[src/rtl/deframer_pkg.sv]
`default_nettype none
// ============================================================================
// Module      : deframer_pkg
// Description : Shared types and framing constants for the serial word deframer.
// Revision    : 1.0 - initial release
// ============================================================================
package deframer_pkg;

    typedef enum logic [1:0] {
        IDLE  = 2'd0,
        START = 2'd1,
        DATA  = 2'd2,
        STOP  = 2'd3
    } state_t;

    localparam int   DATA_BITS_DEFAULT = 10;
    localparam int   FRAME_BITS        = DATA_BITS_DEFAULT + 2;
    localparam logic START_LVL         = 1'b0;
    localparam logic STOP_LVL          = 1'b1;

endpackage
`default_nettype wire

[src/rtl/word_deframer_bit_sync.sv]
`default_nettype none
// ============================================================================
// Module      : bit_sync
// Description : Two-flop synchronizer for the asynchronous rx line; resets to
//               the idle-high level so no false start appears out of reset.
// Revision    : 1.0 - initial release
// ============================================================================
module bit_sync (
    input  logic clk,
    input  logic rst,
    input  logic d,
    output logic q
);

    logic r_meta;
    logic r_sync;

    always_ff @(posedge clk) begin
        if (rst) begin
            r_meta <= 1'b1;
            r_sync <= 1'b1;
        end else begin
            r_meta <= d;
            r_sync <= r_meta;
        end
    end

    assign q = r_sync;

endmodule
`default_nettype wire

[src/rtl/word_deframer.sv]
`default_nettype none
// ============================================================================
// Module      : word_deframer
// Description : Oversampling receiver for start/10-bit-LSB-first/stop frames;
//               samples mid-bit and strobes each good word.
// Revision    : 1.0 - initial release
// ============================================================================
module word_deframer
    import deframer_pkg::*;
#(
    parameter int OS        = 16,
    parameter int DATA_BITS = FRAME_BITS - 2
) (
    input  logic                 clk,
    input  logic                 rst,
    input  logic                 rx_in,
    output logic [DATA_BITS-1:0] data,
    output logic                 data_valid,
    output logic                 frame_err,
    output logic                 busy
);

    localparam int                CNT_W      = $clog2(OS);
    localparam logic [CNT_W-1:0]  c_HALF     = CNT_W'(OS / 2 - 1);
    localparam logic [CNT_W-1:0]  c_FULL     = CNT_W'(OS - 1);
    localparam logic [3:0]        c_LAST_IDX = 4'(DATA_BITS - 1);

    logic                 w_rx_s;
    state_t               r_state, w_state_nxt;
    logic [CNT_W-1:0]     r_cnt, w_cnt_nxt;
    logic [3:0]           r_idx, w_idx_nxt;
    logic [DATA_BITS-1:0] r_shift, w_shift_nxt;
    logic [DATA_BITS-1:0] r_data, w_data_nxt;
    logic                 r_armed, w_armed_nxt;
    logic                 r_valid, w_valid_nxt;
    logic                 r_err, w_err_nxt;

    bit_sync u_bit_sync (
        .clk (clk),
        .rst (rst),
        .d   (rx_in),
        .q   (w_rx_s)
    );

    always_ff @(posedge clk) begin
        if (rst) begin
            r_state <= IDLE;
            r_cnt   <= '0;
            r_idx   <= '0;
            r_shift <= '0;
            r_data  <= '0;
            r_armed <= 1'b0;
            r_valid <= 1'b0;
            r_err   <= 1'b0;
        end else begin
            r_state <= w_state_nxt;
            r_cnt   <= w_cnt_nxt;
            r_idx   <= w_idx_nxt;
            r_shift <= w_shift_nxt;
            r_data  <= w_data_nxt;
            r_armed <= w_armed_nxt;
            r_valid <= w_valid_nxt;
            r_err   <= w_err_nxt;
        end
    end

    always_comb begin
        w_state_nxt = r_state;
        w_cnt_nxt   = r_cnt;
        w_idx_nxt   = r_idx;
        w_shift_nxt = r_shift;
        w_data_nxt  = r_data;
        w_armed_nxt = r_armed;
        w_valid_nxt = 1'b0;
        w_err_nxt   = 1'b0;

        unique case (r_state)
            IDLE: begin
                // Arming on a high line keeps a stuck-low input from framing.
                if (w_rx_s == STOP_LVL) begin
                    w_armed_nxt = 1'b1;
                end else if (r_armed) begin
                    w_state_nxt = START;
                    w_cnt_nxt   = '0;
                end
            end
            START: begin
                if (r_cnt == c_HALF) begin
                    w_cnt_nxt   = '0;
                    w_idx_nxt   = '0;
                    w_state_nxt = (w_rx_s == START_LVL) ? DATA : IDLE;
                end else begin
                    w_cnt_nxt = r_cnt + 1'b1;
                end
            end
            DATA: begin
                if (r_cnt == c_FULL) begin
                    // LSB arrives first, so shifting in at the MSB leaves it at bit 0.
                    w_shift_nxt = {w_rx_s, r_shift[DATA_BITS-1:1]};
                    w_cnt_nxt   = '0;
                    if (r_idx == c_LAST_IDX) begin
                        w_idx_nxt   = '0;
                        w_state_nxt = STOP;
                    end else begin
                        w_idx_nxt = r_idx + 4'd1;
                    end
                end else begin
                    w_cnt_nxt = r_cnt + 1'b1;
                end
            end
            STOP: begin
                if (r_cnt == c_FULL) begin
                    w_cnt_nxt   = '0;
                    w_state_nxt = IDLE;
                    if (w_rx_s == STOP_LVL) begin
                        w_data_nxt  = r_shift;
                        w_valid_nxt = 1'b1;
                    end else begin
                        w_err_nxt   = 1'b1;
                        w_armed_nxt = 1'b0;
                    end
                end else begin
                    w_cnt_nxt = r_cnt + 1'b1;
                end
            end
            default: begin
                w_state_nxt = IDLE;
                w_cnt_nxt   = '0;
            end
        endcase
    end

    assign data       = r_data;
    assign data_valid = r_valid;
    assign frame_err  = r_err;
    assign busy       = (r_state != IDLE);

endmodule
`default_nettype wire

[config.mk]
export PLATFORM = sky130hd
export DESIGN_NAME = word_deframer
export DESIGN_NICKNAME = d
export VERILOG_FILES = /design/src/rtl/deframer_pkg.sv /design/src/rtl/word_deframer_bit_sync.sv /design/src/rtl/word_deframer.sv
export SDC_FILE = /design/constraint.sdc
export NUM_CORES = 1
export LEC_CHECK = 0
export BUFFER_PORTS_ARGS = -buffer_cell sky130_fd_sc_hd__buf_2
export CORE_ASPECT_RATIO = 0.7
export CORE_MARGIN = 3
export CORE_UTILIZATION = 31
export DETAILED_ROUTE_END_ITERATION = 12
export PLACE_DENSITY = 0.49
export SLEW_MARGIN = 15
export SYNTH_ARGS = -nofsm -noshare
export SYNTH_HDL_FRONTEND = slang
export SYNTH_HIERARCHICAL = 1
export SYNTH_SLANG_ARGS = --single-unit
[constraint.sdc]
create_clock -name clk -period 2 [get_ports clk]
set_clock_uncertainty 0.2 [all_clocks]
set_input_delay 0.3 -clock clk [delete_from_list [all_inputs] [get_ports clk]]
set_output_delay 0.3 -clock clk [all_outputs]
set_load 0.01 [all_outputs]
Yosys cells after proc, flatten, opt, wreduce, memory -nomap -nowiden:

Cells that the tools add are included.

* bits of input ports: 3
* word-level logic and storage cells: 63
* flip-flop bits (word level): 35
* output and inout bits: 13

* bitwise gates (word level): 2
* $add $sub $neg: 2
* reduce and logical (&&, ||, !) cells: 12
* muxes and demuxes: 23
* equality and inequality tests: 14

Operator list (count)
* 2-to-1 mux 4 bit: 7
* 2-to-1 mux 2 bit: 7
* inequality test 2 bit (second input constant): 7
* one-hot mux 4 bit (3 select lines): 1
* adder 4 x 1 -> 4 bit (second input constant): 2
* equality test 4 bit (second input constant): 2
* one-hot mux 2 bit (4 select lines): 1
* one-hot mux 4 bit (2 select lines): 1
* AND reduction 3 bit: 2
* AND reduction 6 bit: 1
* nonzero test 2 bit: 3
* 2-to-1 mux 1 bit: 5
* equality test 2 bit (second input constant): 2
* equality test 4 x 3 -> 1 bit (second input constant): 1
* AND reduction 2 bit: 2
* AND reduction 4 bit: 1
* OR reduction 3 bit: 1
* equality test 2 x 1 -> 1 bit (second input constant): 1
* logical NOT 2 bit: 1
* inequality test 2 x 1 -> 1 bit (second input constant): 1
* NOT 1 bit: 2
* one-hot mux 1 bit (2 select lines): 1
* OR reduction 2 bit: 1

Depth between registers and ports, before layout:

Gate-level depths: netlist (run 1).

* depth in word-level cells: 4
* mapped depth: 6
* mapped depth without buffers: 5

Hierarchy:

The synthesis (run 1) kept the hierarchy.

Modules (own cells, without submodules)
* word_deframer: cells each 143, sequential area each 660.6 sq um, area each 1350.0 sq um, times used 1
* bit_sync: cells each 4, sequential area each 40.0 sq um, area each 52.6 sq um, times used 1

Least setup slack after synthesis (run 1):

OpenSTA, ideal clock, no wires.

* kind: reg-to-reg
* from: reg r_cnt[0]
* to: reg r_shift[9]
* buffers on the path: 1
* stages on the path, launching flop included: 7
* required time: 1672 ps
* data arrival time: 1417 ps
* setup slack: 256 ps
* period minus slack after synthesis: 1744 ps
* library setup time: 128 ps
* cell sequence: dfxtp_1 > ha_1 > and4_1 > nor2b_1 > buf_2 > mux2i_1 > nor2_1

* longest elaborated chain between the ends: 2

Ends and longest elaborated chain
* start, declared: RTL line word_deframer.sv:30 `logic [CNT_W-1:0] r_cnt, w_cnt_nxt;`
* start signal, assigned: RTL line word_deframer.sv:57 `r_cnt <= w_cnt_nxt;`
* equality test 4 bit: RTL line word_deframer.sv:97 `if (r_cnt == c_FULL) begin`
* AND reduction 2 bit (no source line)
* end signal, assigned: RTL line word_deframer.sv:59 `r_shift <= w_shift_nxt;`
* end, declared: RTL line word_deframer.sv:32 `logic [DATA_BITS-1:0] r_shift, w_shift_nxt;`

No other way between the ends.
A chain may end at the register's enable or synchronous reset.

Worst setup path after layout (run 1):

* from: reg r_cnt[0]
* to: reg r_shift[2]

The elaborated chain is that of the path after synthesis.

==> metrics.yaml, run 1 <==
sta:
  finalHoldViolations: 0
  slew_violations: 0
  finalCritPeriodShare_pct: 92.1
  tns_ns: 0
  max_freq_ghz: 0.543
  relSlewSlack_pct: 72.0
  finalSetupViolCount: 0
  worst_pin_slew_ns: 0.421
  min_period_ns: 1.84
  rsz0062_at_grt: "false"
  worst_hold_slack_ns: 0.191
flow_run:
  drv_cap: 0
grt:
  grt_pass1_wl_mm: 4.41
  track_usage_pct: 10.1
  antenna_found_initial: 0
  grt_pass1_vias: 933
  grt_max_degree: 22
  grt_overflow_total: 0
clock_network:
  clkTransAtPathRegs_ns: 0.07
  hold_buffers: 1
  cts_root_buffer: "clkbuf_8"
  h-tree-depth: 2
  post_cts_buffers: 0
  cts_buffer_depth: 2
  cts_sinks: 35
  cts_tree: "yes"
  insertion_delay_ns: 0.28
  cts_resized: 0
  cts_buffers: 5
layout:
  layoutNonFillerInstCount: 221
  multi_input_area_um2: 638
  seqCellArea_um2: 701
  fin_util_pct: 40.0
  n_antenna_cell: 0
  syn_to_final_growth_pct: 18.0
  finalNetCount: 175
  nFillCells: 441
  drive_above_1_share_pct: 17.2
synth:
  netlist_top_cells_count: "dfxtp_1, nor2_1, mux2i_1"
  yosysMostFrequentCell: "dfxtp_1"
  ys.flop_type: "dfxtp_1"
  avgSynthCellArea_um2: 9.54
  yosysSeqAreaShare_pct: 50.0
  synth_seq_cells: 35
  synth_edf_count: 0
  synth.top_cell.area_share_pct: 50.0
  synth.largest_area_cell: "dfxtp_1"
  synthesis.nets: 153
  ys_async_sr_fraction_pct: 0
  netlist_area_mm2: 0.00140
  ys_warn_count: 6
  synth.area.top_cells: "dfxtp_1, mux2i_1, nor2_1"
  syn_inst: 147
  ys_types: 30
pwr:
  p_seq_share_pct: 54.5
  combPwrFrac_pct: 6.8
  powerDensity_mw_per_mm2: 800
  vdd_drop_max_v: 0.000433
  power.leakage_nw: 0.736
  p_int_w: 0.00102
  p_switching_w: 0.000305
  p_clk_share_pct: 38.7
  swShare_pct: 23.1
  power.total_w: 0.00132
die:
  initial_core_util_pct: 33.9
  boundaryPins: 16
  design.core.area_mm2: 0.00414
  rows: 19
  die_y_um: 62.3
  die-area_mm2: 0.00538
  die_x_um: 86.4
placement:
  place_inst: 213
  port_buffers: 15
  dp_hpwl_mm: 1.81
  gp_congestion: 0.724
worst_setup_path:
  regToRegStartpoint: "r_cnt[0]"
  crit_path_start_kind: "register"
  critPathMaxFanout: 10
  critPathKind: "reg2reg"
  end_kind: "register"
  setup.worst_path.start: "r_cnt[0]"
  r2r_slack_ns: 0.16
  cp_data_required_time_ns: 1.97
  cp.arrival_ns: 1.81
run_status:
  outcome: "complete, no violations"
route:
  wl_met2_um: 904
  via_count: 1033
  route.met3.wl_um: 130
  wl_met1_mm: 1.50
  initialDrtViolationCount: 48
  top_layer: "met4"
  vias_per_cell: 4.67
  wl_per_cell_um: 11.6
  ant_nets: 0
  drc_errors: 0
  drt_wl_total_mm: 2.57
  firstDrtPassIters: 4
worst_hold_path:
  hold_class: "in2reg"
  hold_start: "rst"
flip-flops by register name, summed over array words and instances (netlist names), named ones only:
signal             flops
frame_err              1
u_bit_sync/q           1
data                  10
u_bit_sync/r_meta      1
r_armed                1
r_state                1
data_valid             1
r_cnt                  4
r_shift               10
r_idx                  4
worst paths after layout:
check             depth (start not counted)            to
hold reg to reg                           1  u_bit_sync/q
setup reg to reg                          6    r_shift[2]
setup / recovery                          6    r_shift[2]
hold / removal                            2      r_cnt[0]
cell usage in the layout (no fill, tap or decap):
master,Yosys,layout
mux2i_1,22,22
clkbuf_8,0,6
and3b_1,1,1
a31oi_1,1,1
clkinv_2,0,1
nand3_1,3,3
o21ai_0,4,4
dlygate4sd3_1,0,1
and4_1,1,1
or3_1,2,2
inv_1,7,7
a21oi_1,7,7
ha_1,3,3
nand3b_1,4,4
buf_2,3,15
dfxtp_1,35,35
buf_4,1,7
a311oi_1,1,1
or4_1,1,1
a21o_1,1,1
nand4_1,1,1
or2_1,2,2
nand2b_1,1,1
nor2b_1,1,1
nand2_1,5,5
o31ai_1,1,1
xnor2_1,1,1
o32ai_1,2,2
nor3_1,2,2
a22oi_1,1,1
nor2_1,27,27
or3b_1,2,2
critical path, stage by stage, from the launching register on:
cell and delay, ns:
dfxtp_1 0.37, ha_1 0.27, and4_1 0.27, nor2b_1 0.14
buf_4 0.22, mux2i_1 0.21, nor2_1 0.05
routing by layer:
metal | vias to the layer above | GRT usage, %
li1 | 541 | -
met1 | 466 | 15.5
met2 | 21 | 12.4
met3 | 5 | 4.10
met4 | 0 | 3.50
met5 | - | 0
power groups by stage:
stage	logic [W]	registers (W)	clock network [W]
after global placement	0.0000871	0.000737	0
after detailed placement	0.0000883	0.000737	0
final	0.0000902	0.000722	0.000512
after CTS	0.0000903	0.000721	0.000531
after global routing	0.000101	0.000723	0.000557
after floorplan	0.0000656	0.000731	0
cells by family after synthesis:
family,after synthesis,synth area share (%)
AO/OA/AOI/OAI,18,7.85
XOR/XNOR,1,0.625
adder cells (fa/ha/maj),3,2.68
buffers and inverters,15,4.55
flip-flops,35,50.0
multiplexers,22,15.7
AND/OR/NAND/NOR,53,18.6
stage by stage:
step,area [um2],setup slack (ns)
2_1_floorplan,1400,0.256
3_3_place_gp,1560,0.215
3_5_place_dp,1560,0.174
4_1_cts,1660,0.146
5_1_grt,1660,0.0358
6_report,1660,0.158
cell type report:
cell class / instances / share of cell area (%)
Multi-Input combinational cell: 97 / 38.5
Clock inverter: 1 / 0.302
Clock buffer: 6 / 4.99
Timing Repair Buffer: 23 / 8.31
Sequential cell: 35 / 42.3
Tap cell: 52 / 3.93
Inverter: 7 / 1.59
(Power assumes the default switching activity.)
==> inputs of run 2 (changes only) <==
--- a/config.mk
+++ b/config.mk
@@ -7,7 +7,7 @@
 export LEC_CHECK = 0
 export BUFFER_PORTS_ARGS = -buffer_cell sky130_fd_sc_hd__buf_2
 export CORE_ASPECT_RATIO = 0.7
-export CORE_MARGIN = 3
+export CORE_MARGIN = 5
 export CORE_UTILIZATION = 31
 export DETAILED_ROUTE_END_ITERATION = 12
 export PLACE_DENSITY = 0.49
==> constraint.sdc (replaced) <==
create_clock -name clk -period 2 [get_ports clk]
set_clock_uncertainty 0.2 [all_clocks]
set_input_delay 0.2 -clock clk [delete_from_list [all_inputs] [get_ports clk]]
set_output_delay 0.2 -clock clk [all_outputs]
set_load 0.01 [all_outputs]
==> metrics.yaml, run 2 (same netlist as run 1, synthesis figures left out) <==
worst_setup_path:
  crit_path_start_kind: "register"
  critPathKind: "reg2reg"
  cp_data_required_time_ns: 2.02
  end_kind: "register"
  cp.arrival_ns: 1.88
  critPathMaxFanout: 5
layout:
  mostFrequentLayoutCells: "dfxtp_1, nor2_1, mux2i_1"
  drive_above_1_share_pct: 16.2
  final_common_cell: "dfxtp_1"
  n_antenna_cell: 0
  multi_input_area_um2: 656
  seqCellArea_um2: 702
  nFillCells: 445
  final_area_mm2: 0.00166
  syn_to_final_growth_pct: 18.5
  finalNetCount: 172
die:
  die_y_um: 66.3
  boundaryPins: 16
  die-area_mm2: 0.00599
  design.core.area_mm2: 0.00435
  initial_core_util_pct: 32.2
  rows: 20
  die_x_um: 90.4
pwr:
  swShare_pct: 23.3
  combPwrFrac_pct: 6.1
  p_int_w: 0.000989
  p_seq_share_pct: 56.5
  p_switching_w: 0.000300
  p_clk_share_pct: 37.4
  power.leakage_nw: 0.725
  vdd_drop_max_v: 0.000297
  powerDensity_mw_per_mm2: 776
  power.total_w: 0.00129
sta:
  worst_pin_slew_ns: 0.431
  relSlewSlack_pct: 71.3
  max_freq_ghz: 0.538
  finalCritPeriodShare_pct: 93.0
  slew_violations: 0
  min_period_ns: 1.86
  finalSetupViolCount: 0
  finalHoldViolations: 0
  tns_ns: 0
  rsz0062_at_grt: "false"
clock_network:
  cts_buffers: 5
  cts_root_buffer: "clkbuf_8"
  clkTransAtPathRegs_ns: 0.07
  cts_buffer_depth: 2
  h-tree-depth: 2
  cts_tree: "yes"
  insertion_delay_ns: 0.28
  post_cts_buffers: 0
  cts_sinks: 35
placement:
  gp_congestion: 0.719
  dpl-instance-area_mm2: 0.00155
  dp_hpwl_mm: 1.90
  port_buffers: 15
route:
  vias_per_cell: 4.72
  ant_nets: 0
  drt_wl_total_mm: 2.65
  initialDrtViolationCount: 28
  via_count: 1048
  firstDrtPassIters: 4
  drc_errors: 0
  wl_per_cell_um: 11.9
grt:
  track_usage_pct: 10.0
  grt_overflow_total: 0
  antenna_found_initial: 0
  grt_pass1_wl_mm: 4.82
  grt_max_degree: 23
  grt_pass1_vias: 1071
worst_hold_path:
  hold_class: "in2reg"
run_status:
  outcome: "complete, no violations"
flow_run:
  drv_cap: 0
[run 2: changes by cell type in the layout (fill, tap and decap cells not counted)]
cell | before | now
a311oi_1 | 1 | 0
clkbuf_1 | 0 | 2
buf_4 | 7 | 3
clkbuf_8 | 6 | 5
buf_12 | 0 | 1
dfxtp_2 | 0 | 1
a311oi_4 | 0 | 1
dfxtp_1 | 35 | 34
[run 2: power by group through the flow]
stage                     Sequential, W  Combinational, W  Clock (W)
after floorplan                0.000731         0.0000656          0
after global placement         0.000740         0.0000771          0
after detailed placement       0.000741         0.0000772          0
after CTS                      0.000726         0.0000795   0.000506
after global routing           0.000730         0.0000902   0.000534
final                          0.000728         0.0000790   0.000482
[run 2: layer usage]
| metal | GRT usage, % | vias up | wire (um) |
|---|---|---|---|
| li1 | - | 540 | - |
| met1 | 12.8 | 484 | 1370 |
| met2 | 14.9 | 17 | 1130 |
| met3 | 3.87 | 7 | 101 |
| met4 | 4.65 | 0 | 45 |
| met5 | 0 | - | 0 |
[run 2: area by class of cell]
| cell class | instances | share of cell area (%) |
|---|---|---|
| timing repair buffer | 20 | 7.68 |
| multi-input combinational | 97 | 39.5 |
| sequential | 35 | 42.2 |
| clock buffer | 7 | 4.59 |
| tap | 55 | 4.14 |
| inverter | 7 | 1.58 |
| clock inverter | 1 | 0.301 |
[run 2: worst max-delay path, stage by stage, from the launching register on]
cell and delay (ns):
dfxtp_1 0.38, inv_1 0.07, ha_1 0.21, a311oi_4 0.39, or3b_1 0.39, a21oi_1 0.15
[run 2: path summary, 6_finish.rpt]
path                     start           end  slack (ns)  cells after the start
max reg2reg           r_idx[1]      r_idx[1]        0.14                      5
min reg2reg  u_bit_sync/r_meta  u_bit_sync/q        0.22                      1
min                        rst    data_valid        0.09                      2
max                   r_idx[1]      r_idx[1]        0.14                      5
[run 2: what timing repair did]
item,CTS,global route
hold endpoints to repair,1,0
resized for setup,1,2
hold buffers,1,0
pin swaps,0,0
setup endpoints to repair,1,2
[run 2: metrics by stage]
stage               cells  setup slack [ns]  hold WS [ns]  utilization (%)
global placement      213             0.193         0.187             35.6
detailed placement    213           -0.0351         0.195             35.6
finish                222             0.140        0.0864             38.2
floorplan             147             0.256        0.0971                -
global route          222          0.000488         0.131             38.2
CTS                   222            0.0797        0.0777             37.9
